<file path="config.mk">
export PLATFORM = sky130hd
export DESIGN_NAME = fnd_scan_ctrl_flat
export DESIGN_NICKNAME = d
export VERILOG_FILES = /design/src/rtl/fnd_scan_ctrl_if.sv /design/src/rtl/fnd_scan_ctrl.sv /design/src/flat_wrapper.sv
export SDC_FILE = /design/constraint.sdc
export NUM_CORES = 1
export LEC_CHECK = 0
export CORE_ASPECT_RATIO = 1.25
export CORE_MARGIN = 2
export CORE_UTILIZATION = 36
export DETAILED_ROUTE_END_ITERATION = 10
export PLACE_DENSITY = 0.66
export REMOVE_ABC_BUFFERS = 1
export SLEW_MARGIN = 20
export SYNTH_ARGS = -nofsm -noshare
export SYNTH_HDL_FRONTEND = slang
export SYNTH_SLANG_ARGS = --single-unit
</file>
<file path="constraint.sdc">
create_clock -name clk -period 4.25 [get_ports clk]
set_input_delay 0.6375 -clock clk [delete_from_list [all_inputs] [get_ports clk]]
set_output_delay 0.6375 -clock clk [all_outputs]
set_load 0.01 [all_outputs]
</file>
<file path="src/rtl/fnd_scan_ctrl_if.sv">
// Signal bundle between display-value producers and the FND scan controller.
// Signal suffixes follow the controller's view: _i into the scanner, _o out to the board pins.
interface fnd_scan_ctrl_if #(
  parameter int N_DIGITS = 4,
  parameter int BRT_W    = 3
);
  logic                  enable_i;
  logic [4*N_DIGITS-1:0] value_i;
  logic [N_DIGITS-1:0]   dp_i;
  logic [BRT_W-1:0]      brightness_i;
  logic [N_DIGITS-1:0]   com_o;
  logic [7:0]            seg_7_o;
  logic                  frame_done_o;

  modport master (
    output enable_i, value_i, dp_i, brightness_i,
    input  com_o, seg_7_o, frame_done_o
  );

  modport slave (
    input  enable_i, value_i, dp_i, brightness_i,
    output com_o, seg_7_o, frame_done_o
  );
endinterface

</file>
<file path="src/rtl/fnd_scan_ctrl.sv">
// N-digit multiplexed common-anode 7-segment scanner with blanking gap, PWM brightness and frame-latched value.
// Optional leading-zero suppression is enabled by defining FND_LZ_SUPPRESS_EN.
module fnd_scan_ctrl #(
  parameter int N_DIGITS  = 4,
  parameter int SCAN_LOG2 = 17,
  parameter int BLANK_CYC = 64,
  parameter int BRT_W     = 3
) (
  input logic             clk,
  input logic             rst_n,
  fnd_scan_ctrl_if.slave  scan_if
);

  localparam int IDX_W = (N_DIGITS > 1) ? $clog2(N_DIGITS) : 1;
  localparam logic [IDX_W-1:0] LAST_IDX = IDX_W'(N_DIGITS - 1);
`ifdef FND_LZ_SUPPRESS_EN
  localparam bit LZ_EN = 1'b1;
`else
  localparam bit LZ_EN = 1'b0;
`endif

  logic [SCAN_LOG2-1:0]  slotCnt_q;
  logic [IDX_W-1:0]      digitIdx_q;
  logic [4*N_DIGITS-1:0] shadowVal_q;
  logic [N_DIGITS-1:0]   shadowDp_q;
  logic [N_DIGITS-1:0]   com_q, com_d;
  logic [7:0]            seg_q, seg_d;
  logic                  frameDone_q, frameDone_d;

  logic                  sampleNow;
  logic [4*N_DIGITS-1:0] valEff;
  logic [N_DIGITS-1:0]   dpEff;
  logic [3:0]            nibble;
  logic                  dpBit;
  logic                  pwmOn;
  logic                  lit;
  logic                  lzRun;
  logic                  suppress;
  logic [6:0]            segFont;

  function automatic logic [6:0] hexFont(input logic [3:0] n);
    case (n)
      4'h0: hexFont = 7'h3F;
      4'h1: hexFont = 7'h06;
      4'h2: hexFont = 7'h5B;
      4'h3: hexFont = 7'h4F;
      4'h4: hexFont = 7'h66;
      4'h5: hexFont = 7'h6D;
      4'h6: hexFont = 7'h7D;
      4'h7: hexFont = 7'h07;
      4'h8: hexFont = 7'h7F;
      4'h9: hexFont = 7'h6F;
      4'hA: hexFont = 7'h77;
      4'hB: hexFont = 7'h7C;
      4'hC: hexFont = 7'h39;
      4'hD: hexFont = 7'h5E;
      4'hE: hexFont = 7'h79;
      4'hF: hexFont = 7'h71;
    endcase
  endfunction

  // At the first cycle of a frame the shadow is being loaded, so decode the live inputs
  // directly; this keeps slot 0 consistent with the value the frame latches.
  always_comb begin
    sampleNow = (slotCnt_q == '0) && (digitIdx_q == '0);
    valEff    = sampleNow ? scan_if.value_i : shadowVal_q;
    dpEff     = sampleNow ? scan_if.dp_i    : shadowDp_q;
    pwmOn     = (&scan_if.brightness_i) ||
                (slotCnt_q[SCAN_LOG2-1 -: BRT_W] < scan_if.brightness_i);
    lit       = (slotCnt_q >= SCAN_LOG2'(BLANK_CYC)) && pwmOn;

    nibble   = 4'h0;
    dpBit    = 1'b0;
    suppress = 1'b0;
    lzRun    = 1'b1;
    com_d    = '1;
    for (int i = 0; i < N_DIGITS; i++) begin
      lzRun = lzRun && (valEff[4*(N_DIGITS-1-i) +: 4] == 4'h0);
      if (digitIdx_q == IDX_W'(i)) begin
        nibble   = valEff[4*(N_DIGITS-1-i) +: 4];
        dpBit    = dpEff[N_DIGITS-1-i];
        suppress = LZ_EN && lzRun && (i != N_DIGITS - 1);
        com_d[i] = ~lit;
      end
    end

    segFont     = suppress ? 7'h00 : hexFont(nibble);
    seg_d       = ~{dpBit, segFont};
    frameDone_d = (digitIdx_q == LAST_IDX) && (&slotCnt_q);
  end

  always_ff @(posedge clk or negedge rst_n) begin
    if (!rst_n) begin
      slotCnt_q   <= '0;
      digitIdx_q  <= '0;
      shadowVal_q <= '0;
      shadowDp_q  <= '0;
      com_q       <= '1;
      seg_q       <= 8'hFF;
      frameDone_q <= 1'b0;
    end else if (!scan_if.enable_i) begin
      slotCnt_q   <= '0;
      digitIdx_q  <= '0;
      com_q       <= '1;
      seg_q       <= 8'hFF;
      frameDone_q <= 1'b0;
    end else begin
      slotCnt_q <= slotCnt_q + 1'b1;
      if (&slotCnt_q) begin
        digitIdx_q <= (digitIdx_q == LAST_IDX) ? '0 : digitIdx_q + 1'b1;
      end
      if (sampleNow) begin
        shadowVal_q <= scan_if.value_i;
        shadowDp_q  <= scan_if.dp_i;
      end
      com_q       <= com_d;
      seg_q       <= seg_d;
      frameDone_q <= frameDone_d;
    end
  end

  assign scan_if.com_o        = com_q;
  assign scan_if.seg_7_o      = seg_q;
  assign scan_if.frame_done_o = frameDone_q;

endmodule
</file>
<file path="src/flat_wrapper.sv">
// flat-port wrapper written by rule: the top's interface ports become plain ports
module fnd_scan_ctrl_flat 
#(
  parameter int N_DIGITS  = 4,
  parameter int SCAN_LOG2 = 17,
  parameter int BLANK_CYC = 64,
  parameter int BRT_W     = 3
)
  (clk, rst_n, scan_if_enable_i, scan_if_value_i, scan_if_dp_i, scan_if_brightness_i, scan_if_com_o, scan_if_seg_7_o, scan_if_frame_done_o);
  fnd_scan_ctrl_if #(.N_DIGITS(N_DIGITS), .BRT_W(BRT_W)) scan_if_i ();
  input logic clk;
  input logic rst_n;
  input wire logic [$bits(scan_if_i.enable_i)-1:0] scan_if_enable_i;
  input wire logic [$bits(scan_if_i.value_i)-1:0] scan_if_value_i;
  input wire logic [$bits(scan_if_i.dp_i)-1:0] scan_if_dp_i;
  input wire logic [$bits(scan_if_i.brightness_i)-1:0] scan_if_brightness_i;
  output wire logic [$bits(scan_if_i.com_o)-1:0] scan_if_com_o;
  output wire logic [$bits(scan_if_i.seg_7_o)-1:0] scan_if_seg_7_o;
  output wire logic [$bits(scan_if_i.frame_done_o)-1:0] scan_if_frame_done_o;
  assign scan_if_i.enable_i = scan_if_enable_i;
  assign scan_if_i.value_i = scan_if_value_i;
  assign scan_if_i.dp_i = scan_if_dp_i;
  assign scan_if_i.brightness_i = scan_if_brightness_i;
  assign scan_if_com_o = scan_if_i.com_o;
  assign scan_if_seg_7_o = scan_if_i.seg_7_o;
  assign scan_if_frame_done_o = scan_if_i.frame_done_o;
  fnd_scan_ctrl #(.N_DIGITS(N_DIGITS), .SCAN_LOG2(SCAN_LOG2), .BLANK_CYC(BLANK_CYC), .BRT_W(BRT_W)) u_core (.clk(clk), .rst_n(rst_n), .scan_if(scan_if_i));
endmodule
</file>
==> results.yml <==
clock_tree:
  hold_buffers: 0
  cts.repair.resized: 0
  cts.sinks: 52
  clk_latency_ps: 310
  numCtsBuffers: 5
  clk_pin_slew_ps: 100
  root_buffer: "clkbuf_8"
  cts_htree_levels: 2
  cts_setup_buffers: 0
  clockBufferDepth: 2
  cts_tree: "built"
placement:
  dpl.hpwl_um: 4870
  portBuffers: 38
  postPlaceCellArea_mm2: 0.00345
  placed_cells: 409
  gp_congestion: 0.818
floorplan:
  die_h_um: 106
  initial_core_util: 0.368
  coreArea_mm2: 0.00815
  rows: 37
  fp.dieW_um: 85.6
  die_area_mm2: 0.00908
  ios: 39
detailed_routing:
  vias_per_cell: 5.37
  routedWlPerCell_um: 15.7
  vias: 2239
  drt_iter0_markers: 126
  drtAntennaViolNets: 0
  drt_first_pass_iters: 4
  drcViolationCount: 0
  wirelength_um: 6550
timing:
  tns_ps: 0
  setup_viol: 0
  hold_viol_final: 0
  period_share: 0.841
  final_max_slew_viol_count: 0
  tightest_slew_ps: 890
  slew_headroom: 0.405
  rsz0062_at_grt: "false"
  min_period_ps: 3570
  fin_worst_skew_ps: 11.3
  max_freq_mhz: 280
synth:
  async_flop_share: 1.00
  synth_seq_area_share: 0.439
  synth_top_family_by_area: "simple AND/OR/NAND/NOR gates"
  synth_edf_count: 0
  syn-instance-count: 284
  muxShareOfSynthArea: 0.120
  yosys.area_share.simple: 0.165
  synthFlopType: "dfrtp_1"
  synth_area_mm2: 0.00300
  synth_compound_area_frac: 0.135
  synth-xor-area-share: 0.0409
  syn_avg_cell_area_um2: 10.6
  synth_adder_area_share: 0.0626
  yosysWarnings: 0
  synth.distinct_cells: 59
  synth-seq-cells: 52
finish:
  multi_input_area_mm2: 0.00157
  finalInstanceArea_mm2: 0.00357
  layout_commonest_cell: "dfrtp_1"
  syn_to_final_growth_pct: 19.1
  antenna_cells: 0
  finalNonFillerCells: 417
  drive_gt1_frac: 0.184
  finalNetCount: 360
  final_cell_mix: "dfrtp_1 (40), clkdlybuf4s50_1 (37), nand2_1 (24), mux2_2 (23), nor2_1 (21)"
  register_area_mm2: 0.00132
  fillerInstances: 782
setup_path:
  crit_slowest_cell: "or3b_1"
  startpoint_type: "flop"
  slowest_delay_ps: 600
  critPathKind: "flop to flop"
  path_cells: "inv_1 > ha_1 > or4b_1 > or3b_1 > nor2_8 > a31oi_1 > a221o_1 > inv_1 > ha_1 > or3b_2 > a21oi_1 > o22a_1"
  critPathMaxFanout: 10
  required_ps: 4510
  cp-end-kind: "flop"
  arrival_ps: 3830
global_routing:
  antenna_found_initial: 0
  gr-total-overflow: 0
  track_usage: 0.152
  grt_max_degree: 36
  grt_first_pass_wirelength_um: 11200
  grt_pass1_vias: 2318
outcome:
  outcome: "completed"
pwr:
  vdd_drop_max_uv: 156
  total_power_mw: 1.31
  cellPowerDensity_mw_per_mm2: 368
  p_leak_nw: 1.52
hold_path:
  hold_class: "primary input to asynchronous set/reset pin"
run:
  drv_cap: 0
path summary, 6_finish.rpt:
path	startpoint	to	slack [ps]	cells after the start
hold / removal	rst_n	u_core.shadowDp_q[2]	260	1
max in group asynchronous	rst_n	u_core.scan_if.com_o[1]	3170	2
min in group clk	u_core.slotCnt_q[0]	u_core.slotCnt_q[0]	490	1
setup / recovery	u_core.slotCnt_q[0]	u_core.scan_if.seg_7_o[3]	680	12
setup reg to reg	u_core.slotCnt_q[0]	u_core.scan_if.seg_7_o[3]	680	12
hold reg to reg	u_core.slotCnt_q[0]	u_core.slotCnt_q[0]	490	1
kinds of logic (layout without fill, tap and decap cells):
logic type | count (synthesis) | in the layout
mux | 33 | 33
compound gates | 52 | 52
xor+xnor | 14 | 14
simple gates | 93 | 93
fa+ha+maj | 15 | 15
flops | 52 | 52
buf+inv | 25 | 61
state kept, by name, indices dropped and copies added (netlist names):
signal	cells
u_core.scan_if.seg_7_o	8
u_core.digitIdx_q	2
u_core.scan_if.com_o	4
u_core.shadowVal_q	16
u_core.scan_if.frame_done_o	1
u_core.slotCnt_q	17
u_core.shadowDp_q	4
Yosys cell counts (3+ instances only):
cell	number	area (µm²)
and3_1	8	50.1
o21ai_0	4	20.0
inv_1	12	45.0
a31oi_1	12	75.1
nor3_1	4	20.0
nor2_1	21	78.8
nand2_1	24	90.1
ha_1	15	188
xor2_1	9	78.8
dfstp_2	12	315
clkbuf_1	8	30.0
nand3_1	10	50.1
a21oi_1	8	40.0
mux2i_1	10	100
o21a_1	3	22.5
mux2_2	23	259
and2_1	5	31.3
xnor2_1	5	43.8
dfrtp_1	40	1000
o211ai_1	3	22.5
nand4_1	3	18.8
stage by stage:
| step | utilization | worst slack (ps) | hold WS (ps) |
|---|---|---|---|
| CTS | 0.438 | 679 | 268 |
| global placement | 0.423 | 820 | 456 |
| detailed placement | 0.423 | 723 | 487 |
| global route | 0.438 | 358 | 275 |
| finish | 0.438 | 676 | 261 |
| floorplan | - | 620 | 342 |
cell type report:
class,count,area share
well taps,97,0.0340
clock inverters,2,0.0109
inverters,12,0.0126
clock buffers,6,0.0231
multi-input cells,207,0.439
flip-flops and latches,52,0.369
repair buffers,41,0.111
worst max-delay path: cells and delay by family (launching register included):
family	cells	cell delay, ps
AO/OA/AOI/OAI	4	830
adder cells (fa/ha/maj)	2	350
AND/OR/NAND/NOR	4	1720
flip-flops	1	420
buffers and inverters	2	210
power breakdown:
part | leakage, nW | switching [mW] | internal, mW
sequential | 0.638 | 0.0352 | 0.575
combinational | 0.819 | 0.167 | 0.177
clock | 0.0614 | 0.167 | 0.193
total | 1.52 | 0.369 | 0.945
metal layers:
layer,routed length [µm],share of wire,vias to the layer above,global-route usage
li1,-,-,1089,-
met1,2890,0.44,1092,0.189
met2,3370,0.51,50,0.268
met3,194,0.030,8,0.0256
met4,97,0.015,0,0.0454
met5,0,0,-,0
No activity file was read; power rests on OpenSTA's default activity.
